File: config.mk
export PLATFORM = sky130hd
export DESIGN_NAME = instr_fetch
export DESIGN_NICKNAME = d
export VERILOG_FILES = /design/src/rtl/instr_fetch.sv
export SDC_FILE = /design/constraint.sdc
export NUM_CORES = 1
export LEC_CHECK = 0
export BUFFER_PORTS_ARGS = -buffer_cell sky130_fd_sc_hd__buf_4
export CELL_PAD_IN_SITES_DETAIL_PLACEMENT = 0
export CELL_PAD_IN_SITES_GLOBAL_PLACEMENT = 1
export CORE_UTILIZATION = 33
export CTS_CLUSTER_DIAMETER = 40
export DETAILED_ROUTE_END_ITERATION = 10
export GPL_ROUTABILITY_DRIVEN = 1
export HOLD_SLACK_MARGIN = 0.02
export PLACE_DENSITY = 0.87
export SYNTH_ARGS = -nofsm -noshare
export SYNTH_HDL_FRONTEND = slang
export SYNTH_SLANG_ARGS = --single-unit
File: constraint.sdc
create_clock -name clk -period 3.55 [get_ports clk]
set_input_delay 0.1775 -clock clk [delete_from_list [all_inputs] [get_ports clk]]
set_output_delay 0.1775 -clock clk [all_outputs]
set_load 0.005 [all_outputs]
File: src/rtl/instr_fetch.sv
`default_nettype none
// +---------------------------------------------------------------------------+
// | instr_fetch: FILL/RUN/HALT fetch stage feeding decode from a 1-cycle IM.  |
// | Optional perf counters compiled in with `define IF_PERF_CNT_EN.           |
// | Revision: 1.0                                                             |
// +---------------------------------------------------------------------------+
module instr_fetch (
  input  logic        clk,
  input  logic        rst,
  input  logic        stall_IM_ID,
  input  logic        flow_change_ID_EX,
  input  logic [15:0] dst_ID_EX,
  input  logic        hlt_DM_WB,
  input  logic [16:0] im_rdata,
  output logic [15:0] im_addr,
  output logic        im_rd_en,
  output logic [16:0] instr,
  output logic [15:0] nxt_pc,
  output logic [1:0]  fetch_state
`ifdef IF_PERF_CNT_EN
  ,
  output logic [15:0] fetch_cnt,
  output logic [15:0] stall_cnt,
  output logic [15:0] redir_cnt
`endif
);

  typedef enum logic [1:0] {
    FILL = 2'd0,
    RUN  = 2'd1,
    HALT = 2'd2
  } state_e;

  localparam logic [16:0] BUBBLE = 17'h00000;

  state_e      state_q, state_d;
  logic [15:0] pc_q, pc_d;
  logic [15:0] addr_w;

  // pc always tracks the address issued this cycle, so it names the word on im_rdata next cycle.
  always_comb begin
    state_d = state_q;
    addr_w  = pc_q;
    unique case (state_q)
      FILL: begin
        addr_w  = pc_q;
        state_d = RUN;
      end
      RUN: begin
        if (hlt_DM_WB) begin
          addr_w  = pc_q;
          state_d = HALT;
        end else if (flow_change_ID_EX) begin
          addr_w = dst_ID_EX;
        end else if (stall_IM_ID) begin
          addr_w = pc_q;
        end else begin
          addr_w = pc_q + 16'd1;
        end
      end
      HALT: begin
        addr_w  = pc_q;
        state_d = HALT;
      end
      default: begin
        addr_w  = pc_q;
        state_d = FILL;
      end
    endcase
    pc_d = addr_w;
  end

  always_ff @(posedge clk) begin
    if (rst) begin
      state_q <= FILL;
      pc_q    <= 16'h0000;
    end else begin
      state_q <= state_d;
      pc_q    <= pc_d;
    end
  end

  // Reset forces the post-reset FILL view even when the old state was RUN or HALT.
  always_comb begin
    im_addr     = rst ? 16'h0000 : addr_w;
    im_rd_en    = rst || (state_q != HALT);
    instr       = (!rst && (state_q == RUN)) ? im_rdata : BUBBLE;
    nxt_pc      = rst ? 16'h0001 : (pc_q + 16'd1);
    fetch_state = state_q;
  end

`ifdef IF_PERF_CNT_EN
  logic [15:0] fetch_cnt_q, fetch_cnt_d;
  logic [15:0] stall_cnt_q, stall_cnt_d;
  logic [15:0] redir_cnt_q, redir_cnt_d;
  logic        in_run_w;

  always_comb begin
    in_run_w    = (state_q == RUN);
    fetch_cnt_d = fetch_cnt_q;
    stall_cnt_d = stall_cnt_q;
    redir_cnt_d = redir_cnt_q;
    if (in_run_w && !stall_IM_ID && (fetch_cnt_q != 16'hFFFF))
      fetch_cnt_d = fetch_cnt_q + 16'd1;
    if (in_run_w && stall_IM_ID && (stall_cnt_q != 16'hFFFF))
      stall_cnt_d = stall_cnt_q + 16'd1;
    if (in_run_w && flow_change_ID_EX && (redir_cnt_q != 16'hFFFF))
      redir_cnt_d = redir_cnt_q + 16'd1;
  end

  always_ff @(posedge clk) begin
    if (rst) begin
      fetch_cnt_q <= 16'h0000;
      stall_cnt_q <= 16'h0000;
      redir_cnt_q <= 16'h0000;
    end else begin
      fetch_cnt_q <= fetch_cnt_d;
      stall_cnt_q <= stall_cnt_d;
      redir_cnt_q <= redir_cnt_d;
    end
  end

  assign fetch_cnt = fetch_cnt_q;
  assign stall_cnt = stall_cnt_q;
  assign redir_cnt = redir_cnt_q;
`endif

endmodule
`default_nettype wire

==> flow_metrics.tcl, run 1 <==
set metrics [dict create \
    status "finished, final reports clean" \
    clk_transition_reported_paths_ns 0.07 \
    nets 330 \
    critPathCaptureType "primary output" \
    cp.depth 6 \
    irDropWorstVdd_mv 0.226 \
    synthToLayoutAreaGrowth_pct 44.9 \
    required_ns 3.37 \
    die-area_um2 5170 \
    leakagePower_nw 1.04 \
    hp-class "input pin to flip-flop" \
    met2_length_um 2160 \
    synth_enable_flop_cells 0 \
    synth_seq_area_share 0.223 \
    postRouteAntennaNets 0 \
    max_cap_violations 0 \
    combPwrFrac 0.432 \
    dominantRegCellSynth "dfxtp_1" \
    ys_top_cells_by_count "nor2_1, nand2_1, dfxtp_1" \
    setup_viol 0 \
    crit_family "simple AND/OR/NAND/NOR gates" \
    diodes 0 \
    internal-power_uw 525 \
    ys_warn_count 0 \
    clock_latency_ns 0.26 \
    wl_met1_um 2010 \
    synth_top_cell_by_area "dfxtp_1" \
    wire_per_inst_um 12.8 \
    rrSetupSlack_ns 1.43 \
    num_rows 25 \
    finalSetupTns_ns 0 \
    async_reset_ff_frac 0 \
    htree_levels 1 \
    cts_tree "built" \
    cts_num_sinks 18 \
    cp.arrival_ns 2.45 \
    vias 1752 \
    grt-ovfl-total 0 \
    grt_pass1_vias 1588 \
    slew_headroom 0.470 \
    hold_viol 0 \
    grt_first_pass_wirelength_um 7180 \
    p_seq_frac 0.353 \
    antenna_found_initial 0 \
    cts_hold_buf 0 \
    fmax_mhz 381 \
    place_congestion 0.771 \
    clock_skew_ns 0.00259 \
    pwr-share-clk 0.215 \
    synth.distinct_cells 46 \
    synth-seq-cells 18 \
    cts_buffers 3 \
    synth.area.top_cells "dfxtp_1, and2_1, nor2_1, nand2_1, mux2i_1" \
    grt_util_all_layers 0.174 \
    synth.avg_cell_area_um2 7.65 \
    fp.coreArea_um2 4720 \
    crit_end "im_addr[12]" \
    netlist.area_leader.share 0.223 \
    drv_slew 0 \
    synth_most_common_cell "nor2_1" \
    power_switching_share 0.359 \
    ctsResizeCount 0 \
    synth_cells 211 \
    post_cts_buffers 0 \
    cp_slowest_cell "or4_4" \
    startpoint "pc_q[0]$_DFF_P_" \
    crit_buf_inv 1 \
    rr_endpoint "pc_q[12]$_DFF_P_" \
    initial_core_util 0.342 \
    wl_met3_um 309 \
    drive_above_1_share 0.369 \
    path_cells "ha_1 -> nand3_1 -> or4_4 -> mux2i_1 -> a211oi_1 -> buf_4" \
    highest_layer "met4" \
    cpPeakStageDelay_ns 0.55 \
    drtIter0Drc 47 \
    worstReg2RegStart "pc_q[0]$_DFF_P_" \
    wl_um 4530 \
    worst_slew_pin_slew_ns 0.792 \
    die_y_um 71.9 \
    synth_nets 253 \
    power_density_nw_per_um2 350 \
    place_hpwl_um 3390 \
    netlist_area_um2 1610 \
    finalPower_uw 818 \
    reg2reg_depth 5 \
    cts_buffer_depth 2 \
    via_per_inst 4.95 \
    dr.pass1.iters 4 \
    cp_max_fo 8 \
    power_switching_uw 294 \
    grt_max_degree 37 \
    drc_errors 0 \
    fin_crit_sh 0.739 \
    rsz0062_at_grt "false" \
    root_buffer "clkbuf_8" \
    critPathLaunchType "flip-flop" \
    numPortBuffers 89 \
    fin_crit_ns 2.62 \
    io_pins 90 \
    worstSetupPathType "flip-flop to primary output" \
    whs_ns 0.224 \
    die_x_um 71.9 \
]
-- cell families (layout without fill, tap and decap cells) --
| kind of cell | after synthesis | in the layout | synth area share |
|---|---|---|---|
| and+or+nand+nor | 102 | 102 | 0.380 |
| DFF | 18 | 18 | 0.223 |
| buffers and inverters | 23 | 99 | 0.0674 |
| xor gates and xnor gates | 13 | 13 | 0.0705 |
| adders and majority gates | 4 | 4 | 0.0310 |
| AOI/OAI and AO/OA | 44 | 44 | 0.185 |
| muxes | 7 | 7 | 0.0434 |
-- power groups by stage --
stage | Combinational, mW | Sequential, mW | Clock (mW)
2_1_floorplan | 0.212 | 0.270 | 0
3_3_place_gp | 0.354 | 0.290 | 0
3_5_place_dp | 0.357 | 0.293 | 0
4_1_cts | 0.358 | 0.288 | 0.182
5_1_grt | 0.393 | 0.296 | 0.187
6_report | 0.354 | 0.289 | 0.176
-- how the worst min path moves through the flow --
stage / startpoint / endpoint / slack (ns) / depth (start not counted)
3_5_place_dp: fetch_state[1]$_SDFFE_PP0P_ / fetch_state[1]$_SDFFE_PP0P_ / 0.49 / 2
4_1_cts: dst_ID_EX[11] / pc_q[11]$_DFF_P_ / 0.22 / 3
6_report: dst_ID_EX[11] / pc_q[11]$_DFF_P_ / 0.22 / 3
2_1_floorplan: dst_ID_EX[6] / pc_q[6]$_DFF_P_ / 0.38 / 2
3_3_place_gp: fetch_state[1]$_SDFFE_PP0P_ / fetch_state[1]$_SDFFE_PP0P_ / 0.48 / 2
5_1_grt: dst_ID_EX[11] / pc_q[11]$_DFF_P_ / 0.25 / 3
-- registers in the layout, summed over array words and instances, names as in the netlist --
register     cells
pc_q            16
fetch_state      2
-- cell type report --
cell class	instances	area, um2
repair buffers	90	676
flip-flops and latches	18	360
inverters	5	18.8
well taps	67	83.8
clock buffers	4	55.1
fillers	486	2380
multi-input cells	170	1140
-- per-layer routing --
layer,global-route usage,vias up
met5,0,-
met4,0.0523,0
met3,0.0278,5
met2,0.316,70
met1,0.211,779
li1,-,898
-- worst register-to-register path, delay by kind of cell, from the launching register on --
| family | cells | cell delay, ns |
|---|---|---|
| and+or+nand+nor | 2 | 0.78 |
| adders and majority gates | 1 | 0.32 |
| muxes | 1 | 0.14 |
| AOI/OAI and AO/OA | 1 | 0.31 |
| DFF | 1 | 0.47 |
-- metrics by stage --
step	area (um2)	utilization	instances	worst slack, ns
after global placement	2280	0.483	350	1.26
after global routing	2340	0.495	354	0.767
after floorplan	1610	-	211	1.54
final	2340	0.495	354	0.926
after CTS	2340	0.495	354	0.927
after detailed placement	2280	0.483	350	1.21
-- placed cells by master, fill, tap and decap left out, types with 2 or more instances in the layout --
cell type | synthesis | final
a211oi_1 | 5 | 5
a211oi_2 | 2 | 2
a21oi_1 | 11 | 11
a22o_1 | 2 | 2
a2bb2oi_1 | 2 | 2
a31oi_1 | 2 | 2
and2_1 | 17 | 17
and3_1 | 2 | 2
and4_1 | 3 | 3
buf_4 | 1 | 90
clkbuf_8 | 0 | 4
dfxtp_1 | 18 | 18
ha_1 | 4 | 4
inv_1 | 5 | 5
mux2i_1 | 7 | 7
nand2_1 | 20 | 20
nand2b_1 | 4 | 4
nand3_1 | 8 | 8
nand4_1 | 3 | 3
nor2_1 | 24 | 24
nor2b_1 | 3 | 3
nor3_1 | 3 | 3
nor4_1 | 3 | 3
nor4_4 | 3 | 3
o21ai_0 | 6 | 6
o22ai_1 | 6 | 6
o41ai_1 | 2 | 2
or3_1 | 2 | 2
xnor2_1 | 8 | 8
xor2_1 | 5 | 5
No activity file was read; power rests on OpenSTA's default activity.
==> inputs of run 2 (changes only) <==
- CORE_UTILIZATION: 33 -> 30
- PLACE_DENSITY: 0.87 -> 0.81
- clock period: 3.55 -> 2.55 ns (I/O delays scaled with it)
==> flow_metrics.tcl, run 2 (synthesis gave the netlist of run 1 again) <==
set metrics [dict create \
    whs_ns 0.183 \
    dr.pass1.iters 4 \
    placed_area_um2 2300 \
    critPathCaptureType "primary output" \
    use_met1 0.215 \
    die_y_um 75.4 \
    numPortBuffers 89 \
    cpPeakStageDelay_ns 0.54 \
    cts_hold_buf 0 \
    path_cells "ha_2 -> nand3_2 -> or4_4 -> mux2i_1 -> a211oi_1 -> buf_4" \
    fmax_mhz 416 \
    root_buffer "clkbuf_8" \
    fp.coreArea_um2 5140 \
    regArea_um2 360 \
    multiInputGateArea_um2 1150 \
    postRouteAntennaNets 0 \
    io_pins 90 \
    drive_above_1_share 0.378 \
    leakagePower_nw 1.04 \
    final_common_cell "buf_4" \
    via_per_inst 4.97 \
    vias 1780 \
    status "finished, final reports clean" \
    grt-ovfl-total 0 \
    fin_area_um2 2350 \
    initial_core_util 0.314 \
    use_met3 0.0212 \
    startpoint "pc_q[1]$_DFF_P_" \
    worstSetupPathType "flip-flop to primary output" \
    cts_buffer_depth 2 \
    use_met2 0.277 \
    top_register "pc_q" \
    place_hpwl_um 3520 \
    reg2reg_depth 5 \
    nets 332 \
    drv_slew 0 \
    min-delay-start "dst_ID_EX[11]" \
    antenna_found_initial 0 \
    required_ns 2.42 \
    cp.arrival_ns 2.28 \
    cts_num_sinks 18 \
    fin_crit_sh 0.942 \
    largest_reg_flops 16 \
    hp-class "input pin to flip-flop" \
    grt_util_all_layers 0.163 \
    hold_viol 0 \
    cp_slowest_cell "or4_4" \
    grt-busiest-layer "met2" \
    worstReg2RegStart "pc_q[1]$_DFF_P_" \
    finalSetupTns_ns 0 \
    diodes 0 \
    worst_slew_pin_slew_ns 0.734 \
    die-area_um2 5680 \
    place_congestion 0.760 \
    drc_errors 0 \
    clock_latency_ns 0.26 \
    finalPower_mw 1.11 \
    max_cap_violations 0 \
    synthToLayoutAreaGrowth_pct 45.7 \
    cts_buffers 3 \
    cts_tree "built" \
    rrSetupSlack_ns 0.59 \
    num_rows 26 \
    wl_um 4770 \
    layout_common_cells "buf_4, nor2_1, nand2_1" \
    whs_path_depth 3 \
    grt_max_degree 37 \
    clk_transition_reported_paths_ns 0.08 \
    rsz0062_at_grt "false" \
    htree_levels 1 \
    clock_skew_ns 0.00631 \
    critPathLaunchType "flip-flop" \
    wire_per_inst_um 13.3 \
    grt_pass1_vias 1545 \
    drtIter0Drc 83 \
    setup_viol 0 \
    die_x_um 75.4 \
    slew_headroom 0.510 \
    fin_crit_ns 2.40 \
    power_density_nw_per_um2 471 \
    rr_endpoint "pc_q[12]$_DFF_P_" \
    grt_first_pass_wirelength_um 7110 \
    irDropWorstVdd_mv 0.218 \
    cp_max_fo 6 \
    hold_end "pc_q[11]$_DFF_P_" \
    num-fill-cells 544 \
]
[run 2: what timing repair did]
item                                    CTS  global route
gates resized for setup                   0             2
buffers inserted                          0             0
endpoints found under the setup margin    0             1
[run 2: routing by layer]
layer | vias up | wire, um
met1 | 792 | 2150
met4 | 0 | 46
met5 | - | 0
met3 | 5 | 382
met2 | 78 | 2190
li1 | 905 | -
[run 2: where the power goes]
part	internal [mW]	switching, mW
clock network	0.105	0.103
registers	0.326	0.0725
logic	0.270	0.230
total	0.702	0.406
[run 2: layout make-up]
type,count,share of cell area
timing repair buffer,92,0.294
clock buffer,3,0.0176
tap,70,0.0373
multi-input combinational,170,0.490
sequential,18,0.153
inverter,5,0.00798
[run 2: stage by stage]
stage | utilization | cells | setup slack [ns]
2_1_floorplan | - | 211 | 0.595
3_3_place_gp | 0.448 | 355 | 0.366
3_5_place_dp | 0.448 | 355 | 0.288
4_1_cts | 0.456 | 358 | 0.00820
5_1_grt | 0.457 | 358 | 0.0444
6_report | 0.457 | 358 | 0.147
[run 2: how the worst max path moves through the flow]
stage                     slack (ns)     endpoint  cells after the start
after floorplan                 0.59  im_addr[12]                      5
after global placement          0.37  im_addr[12]                      6
after detailed placement        0.29  im_addr[12]                      6
after CTS                      0.008  im_addr[12]                      6
after global routing            0.04  im_addr[12]                      6
final                           0.15  im_addr[12]                      6
[run 2: critical path, delay by kind of cell, from the launching register on]
family / cells / cell delay (ns)
adders and majority gates: 1 / 0.28
muxes: 1 / 0.14
buffers and inverters: 1 / 0.17
DFF: 1 / 0.43
AOI/OAI and AO/OA: 1 / 0.31
and+or+nand+nor: 2 / 0.69
